--- config.mk ---
export PLATFORM = sky130hd
export DESIGN_NAME = stream_demux_1to2
export DESIGN_NICKNAME = d
export VERILOG_FILES = /design/src/rtl/stream_demux_1to2.sv
export SDC_FILE = /design/constraint.sdc
export NUM_CORES = 1
export LEC_CHECK = 0
export CAP_MARGIN = 20
export CORE_ASPECT_RATIO = 0.6
export CORE_MARGIN = 2
export CORE_UTILIZATION = 40
export DETAILED_ROUTE_END_ITERATION = 10
export PLACE_DENSITY = 0.84
export SLEW_MARGIN = 20
export SYNTH_ARGS = -nofsm -noshare
export SYNTH_HDL_FRONTEND = slang
export SYNTH_SLANG_ARGS = --single-unit
--- constraint.sdc ---
create_clock -name clk_i -period 1.1 [get_ports clk_i]
set_input_delay 0.11 -clock clk_i [delete_from_list [all_inputs] [get_ports clk_i]]
set_output_delay 0.11 -clock clk_i [all_outputs]
set_load 0.005 [all_outputs]
--- src/rtl/stream_demux_1to2.sv ---
// 1-to-2 stream demultiplexer with a single-entry buffer slot per output channel.
// Optional per-channel output-transfer counters are enabled with STREAM_DEMUX_CNT_EN.
//
// state      | meaning
// SLOT_EMPTY | channel slot holds no word, validn_o=0
// SLOT_FULL  | channel slot holds a word, validn_o=1
module stream_demux_1to2 #(
  parameter int size = 32
) (
  input  logic            clk_i,
`ifdef STREAM_DEMUX_CNT_EN
  output logic [15:0]     count0_o,
  output logic [15:0]     count1_o,
`endif
  input  logic            rst_i,
  input  logic [size-1:0] data_i,
  input  logic            select_i,
  input  logic            valid_i,
  output logic            ready_o,
  output logic [size-1:0] data0_o,
  output logic [size-1:0] data1_o,
  output logic            valid0_o,
  output logic            valid1_o,
  input  logic            ready0_i,
  input  logic            ready1_i
);

  typedef enum logic {
    SLOT_EMPTY = 1'b0,
    SLOT_FULL  = 1'b1
  } slot_e;

  slot_e           slot_q [2];
  slot_e           slot_d [2];
  logic [size-1:0] data_q [2];
  logic [size-1:0] data_d [2];
  logic [1:0]      rdy_dn;
  logic [1:0]      drain;
  logic [1:0]      fill;
  logic            sel_free;

  assign rdy_dn = {ready1_i, ready0_i};

  always_comb begin
    drain    = '0;
    fill     = '0;
    sel_free = 1'b0;
    ready_o  = 1'b0;
    for (int n = 0; n < 2; n++) begin
      slot_d[n] = slot_q[n];
      data_d[n] = data_q[n];
    end

    for (int n = 0; n < 2; n++)
      drain[n] = (slot_q[n] == SLOT_FULL) && rdy_dn[n];

    // Acceptance looks only at the addressed slot, so a stalled neighbour never blocks.
    sel_free = (slot_q[select_i] == SLOT_EMPTY) || drain[select_i];
    ready_o  = !rst_i && sel_free;

    fill[0] = valid_i && ready_o && !select_i;
    fill[1] = valid_i && ready_o &&  select_i;

    for (int n = 0; n < 2; n++) begin
      if (fill[n]) begin
        slot_d[n] = SLOT_FULL;
        data_d[n] = data_i;
      end else if (drain[n]) begin
        slot_d[n] = SLOT_EMPTY;
      end
    end
  end

  always_ff @(posedge clk_i) begin
    if (rst_i) begin
      for (int n = 0; n < 2; n++) begin
        slot_q[n] <= SLOT_EMPTY;
        data_q[n] <= '0;
      end
    end else begin
      for (int n = 0; n < 2; n++) begin
        slot_q[n] <= slot_d[n];
        data_q[n] <= data_d[n];
      end
    end
  end

  assign valid0_o = (slot_q[0] == SLOT_FULL);
  assign valid1_o = (slot_q[1] == SLOT_FULL);
  assign data0_o  = data_q[0];
  assign data1_o  = data_q[1];

`ifdef STREAM_DEMUX_CNT_EN
  logic [15:0] cnt_q [2];

  // Counters wrap naturally at 16 bits.
  always_ff @(posedge clk_i) begin
    if (rst_i) begin
      cnt_q[0] <= '0;
      cnt_q[1] <= '0;
    end else begin
      for (int n = 0; n < 2; n++)
        if (drain[n]) cnt_q[n] <= cnt_q[n] + 16'd1;
    end
  end

  assign count0_o = cnt_q[0];
  assign count1_o = cnt_q[1];
`endif

endmodule

# --- Yosys cells after proc, flatten, opt, wreduce, memory -nomap -nowiden ---
# Memory sizes are Yosys's and may differ from the RTL's.
# Cells that the tools add are included.
word_totals:
  ff_bits: 0
  ramBits: 66
  wordCells: 32
  n_memories: 2
classes:
  magnitude_cmp: 1
  n_mux: 15
  n_bitwise: 5
  reduce_logical: 9
mem_list:
  columns: ["memory", "depth", "width", "read_ports", "rd_ports_with_merged_regs", "wr", "line", "rtl"]
  rows:
  - ["data_q", 2, 32, 2, 0, 2, "35", "logic [size-1:0] data_q [2];"]
  - ["slot_q", 2, 1, 3, 0, 2, "33", "slot_e slot_q [2];"]
ops:
  columns: ["operator", "count"]
  rows:
  - ["$mux W32", 4]
  - ["$mux W1", 11]
  - ["$logic_and A1 B1 Y1", 6]
  - ["$or A1 B1 Y1", 4]
  - ["$logic_not A1 Y1", 2]
  - ["$lt A1 B2 Y1 const B", 1]
  - ["$logic_or A1 B1 Y1", 1]
  - ["$not A1 Y1", 1]

# --- Logic depth before layout (Yosys ltp) ---
logic_depth:
  word_depth: 9
  depth_mapped: 5
  mapped_depth_nobuf: 3

# --- Worst setup path before layout ---
# OpenSTA, ideal clock, no wires.
synth_timing:
  path_type: "reg2reg"
  from: "memory slot_q[0] (netlist name)"
  to: "memory data_q[0][0]"
  arrival_time_ns: 1.110
  required_ns: 0.977
  slack_ns: -0.133
  stages_incl_launch_ff: 5
  n_path_buf: 1
  cell_sequence: "dfxtp_1 -> nand2b_1 -> nand2_1 -> buf_2 -> mux2_1"
synth_rtl:
  columns: ["item", "line"]
  rows:
  - ["start, declared", "33"]
  - ["end, declared", "35"]

==> results by group <==
Outcome
  – Status: complete, but fails checks
  – Violated checks: setup timing

Power and ir drop
  – Max VDD drop: 0.000896 V
  – Leak pwr: 2.21 nW
  – Cell Pwr Density: 1230 mW/mm^2
  – Final Power: between 5 and 6 mW

GRT
  – Largest net degree at the start of global routing: 32
  – Vias in the first global route: 2,474
  – First-pass GRT wire length: 13.2 mm
  – Antenna violations before repair: 0
  – Congestion Overflow GR: 0
  – Gr usage total: 0.229

Drt
  – Vias: 2,422
  – Routed length per instance: 19.1 microns
  – Drt via density: approximately 5.1
  – Initial detailed-routing violation count: 95
  – Detailed-route wire length: 8.99 mm
  – Drt pass-1 iters: 5
  – DRC: 0
  – Post-route ant nets: 0

Placed design
  – DPL Wire Length: 4.96 mm
  – GPL Wtd Cong: 0.803
  – Dpl cell area: between 0.003 and 0.004 sq mm
  – I/O Buffers: 104

Clock network
  – CTS tree: built
  – H-tree depth: 3
  – Max clock buf depth: 2
  – Clock Sink Count: between 60 and 70
  – CTS Root Cell: clkbuf_16
  – Clk slew on worst S/H paths: 0.05 ns
  – Clock Latency Late Sink: between 0.3 and 0.4 ns
  – CTS buffer count: 9
  – Hold buffers post-CTS: 0

Logic synthesis
  – Mapped Area: about 0.0028 sq mm
  – Top-count cell post-synth: dfxtp_1
  – Top cells by count, synth: dfxtp_1 (66), a21bo_1 (32), mux2_1 (32), nand3_1 (32), nor2b_1 (31)
  – Synth area leaders: dfxtp_1 (47%), mux2_1 (13%), a21bo_1 (12%)
  – Dominant cell type by area after synthesis: dfxtp_1
  – FFs w/ async S/R, synth: 0
  – Post-synth cell types: 18
  – Synth Instances: between 200 and 300
  – Seq cells post-synth: 66
  – Yosys warns: 0
  – Ys flop type: dfxtp_1
  – Yosys top cell area share: 0.475
  – Number of enable flip-flop cells after synthesis: 0
  – Register area share after synthesis: 0.475
  – Mean Syn Cell Area: 10.7 sq um
  – Syn Nets: roughly 300

Worst setup path
  – Crit Path Category: register to register
  – Max stage delay cell, worst path: dfxtp_2
  – Critical Path Fanout Max: 7
  – Worst path max stage delay: 0.34 ns
  – Setup crit end kind: register
  – Cells on worst reg2reg path: 5
  – Worst path arrival time: roughly 1.5 ns
  – WP data required: ~1.3 ns
  – Startpoint types: register
  – Crit Reg-Reg Startpoint: slot_q[0]
  – RR Endpoint: data_q[0][31]
  – Reg2Reg Setup Slack: -0.14 ns
  – Worst-path cell chain: nand2b_4 > buf_6 > nand2_8 > buf_12 > mux2_4

Floorplanning
  – Horiz. Die Dim: roughly 110 microns
  – Site row count: 23
  – DIE HEIGHT: 68.6 microns
  – Die area: around 0.0077 sq mm
  – Io pins: 105
  – Initial Utilization: 0.415
  – Core box area: 0.00671 sq mm

Timing
  – Final setup fails: 65
  – Final TNS setup: -6.30 ns
  – Max-slew violation count: 0
  – Fmax achieved: 0.804 GHz
  – Worst Tran Pin Value: 0.365 ns
  – Worst setup margin: -0.143 ns
  – Clk_skew: roughly 0.007 ns
  – Min Tclk post-route: roughly 1.2 ns
  – Hold Fails Final Rpt: 0
  – Fin crit share: 1.13
  – Min Hold Slack: ~0.28 ns
  – Unrepaired setup endpoints after global routing: yes
  – Slew HR: 0.757

Finish
  – Ratio of cells with drive above 1 in the final layout: 0.359
  – Antenna cells: 0
  – Design Area, Final: 0.00483 sq mm
  – Finished Core Util: 0.720
  – Nets: 419
  – Synth-to-layout area growth: 73.6%

Run
  – Maxcap violations: 0

Min path
  – Worst min path class: input pin to register
  – Worst Hold Endpoint: data_q[0][57]
  – Min-delay src: rst_i
  – Hold path depth: 3
area by class of cell:
class	count	area, sq um
multi-input combinational	171	1700
tap	87	109
clock inverter	3	17.5
sequential	66	1330
clock buffer	11	243
timing repair buffer	133	1440
fill	515	1870
metrics by stage:
step           instances  setup WS, ns
2_1_floorplan        261       -0.0308
3_3_place_gp         443        -0.592
3_5_place_dp         443        -0.621
4_1_cts              474        -0.166
5_1_grt              471        -0.170
6_report             471        -0.143
timing repair:
action / CTS / global route
gates cloned: 9 / 0
buffers inserted: 8 / 0
resized for setup: 134 / 39
pin swaps: 9 / 17
endpoints found under the hold margin: 0 / 0
setup endpoints to repair: 131 / 66
routing by layer:
metal,GRT usage,vias up,wire (microns)
met2,0.390,88,4350
met4,0.0710,0,91
met5,0,-,0
li1,-,1152,-
met3,0.0848,10,576
met1,0.276,1172,3970
cell families (layout without fill, tap and decap cells):
| kind of cell | count (synthesis) | count (layout) | synth area share |
|---|---|---|---|
| buf+inv | 24 | 147 | 0.0454 |
| simple gates | 73 | 73 | 0.150 |
| mux | 32 | 32 | 0.129 |
| flops | 66 | 66 | 0.475 |
| compound gates | 66 | 66 | 0.200 |
worst max-delay path, delay by kind of cell (launching register included):
| family | cells | cell delay (ns) |
|---|---|---|
| mux | 1 | 0.30 |
| simple gates | 2 | 0.18 |
| buf+inv | 2 | 0.29 |
| flops | 1 | 0.34 |
report_power, final:
group          leakage [nW]  internal (mW)  total, mW  switching [mW]
combinational          1.54          0.525      0.884           0.358
clock                 0.127           1.55       2.51           0.958
sequential            0.540           2.50       2.56          0.0532
cells in the final DEF (no fill, tap or decap):
master and instances:
nand2_8 1, buf_16 6, nor2b_4 1, clkinvlp_4 1, nor2b_1 30, nand3_4 6, clkbuf_1 1, nand2b_4 2
a21oi_2 28, clkbuf_2 1, dlygate4sd2_1 67, and3b_2 1, buf_6 4, buf_8 2, and2b_1 2, buf_4 7
dfxtp_1 62, nand3_2 15, nor2_1 2, a21oi_1 5, clkbuf_8 1, buf_12 10, dfxtp_2 4, nor3b_4 1
a21bo_1 32, mux2_4 32, clkdlybuf4s50_1 34, clkbuf_16 9, clkinv_2 2, a211oi_2 1, nand3_1 11, buf_2 2
nor2_2 1
how the worst max path moves through the flow:
stage | start | end | slack (ns)
final | slot_q[0] | data_q[0][31] | -0.14
after global routing | slot_q[0] | data_q[0][30] | -0.17
after global placement | ready0_i | ready_o | -0.59
after CTS | slot_q[1] | ready_o | -0.17
after floorplan | slot_q[0] | data_q[0][0] | -0.03
after detailed placement | ready0_i | ready_o | -0.62
registers in the layout, summed over array words and instances, names as in the netlist:
name / flops
data_q: 64
slot_q: 2
Note: power is estimated with default switching activity, not from simulation.
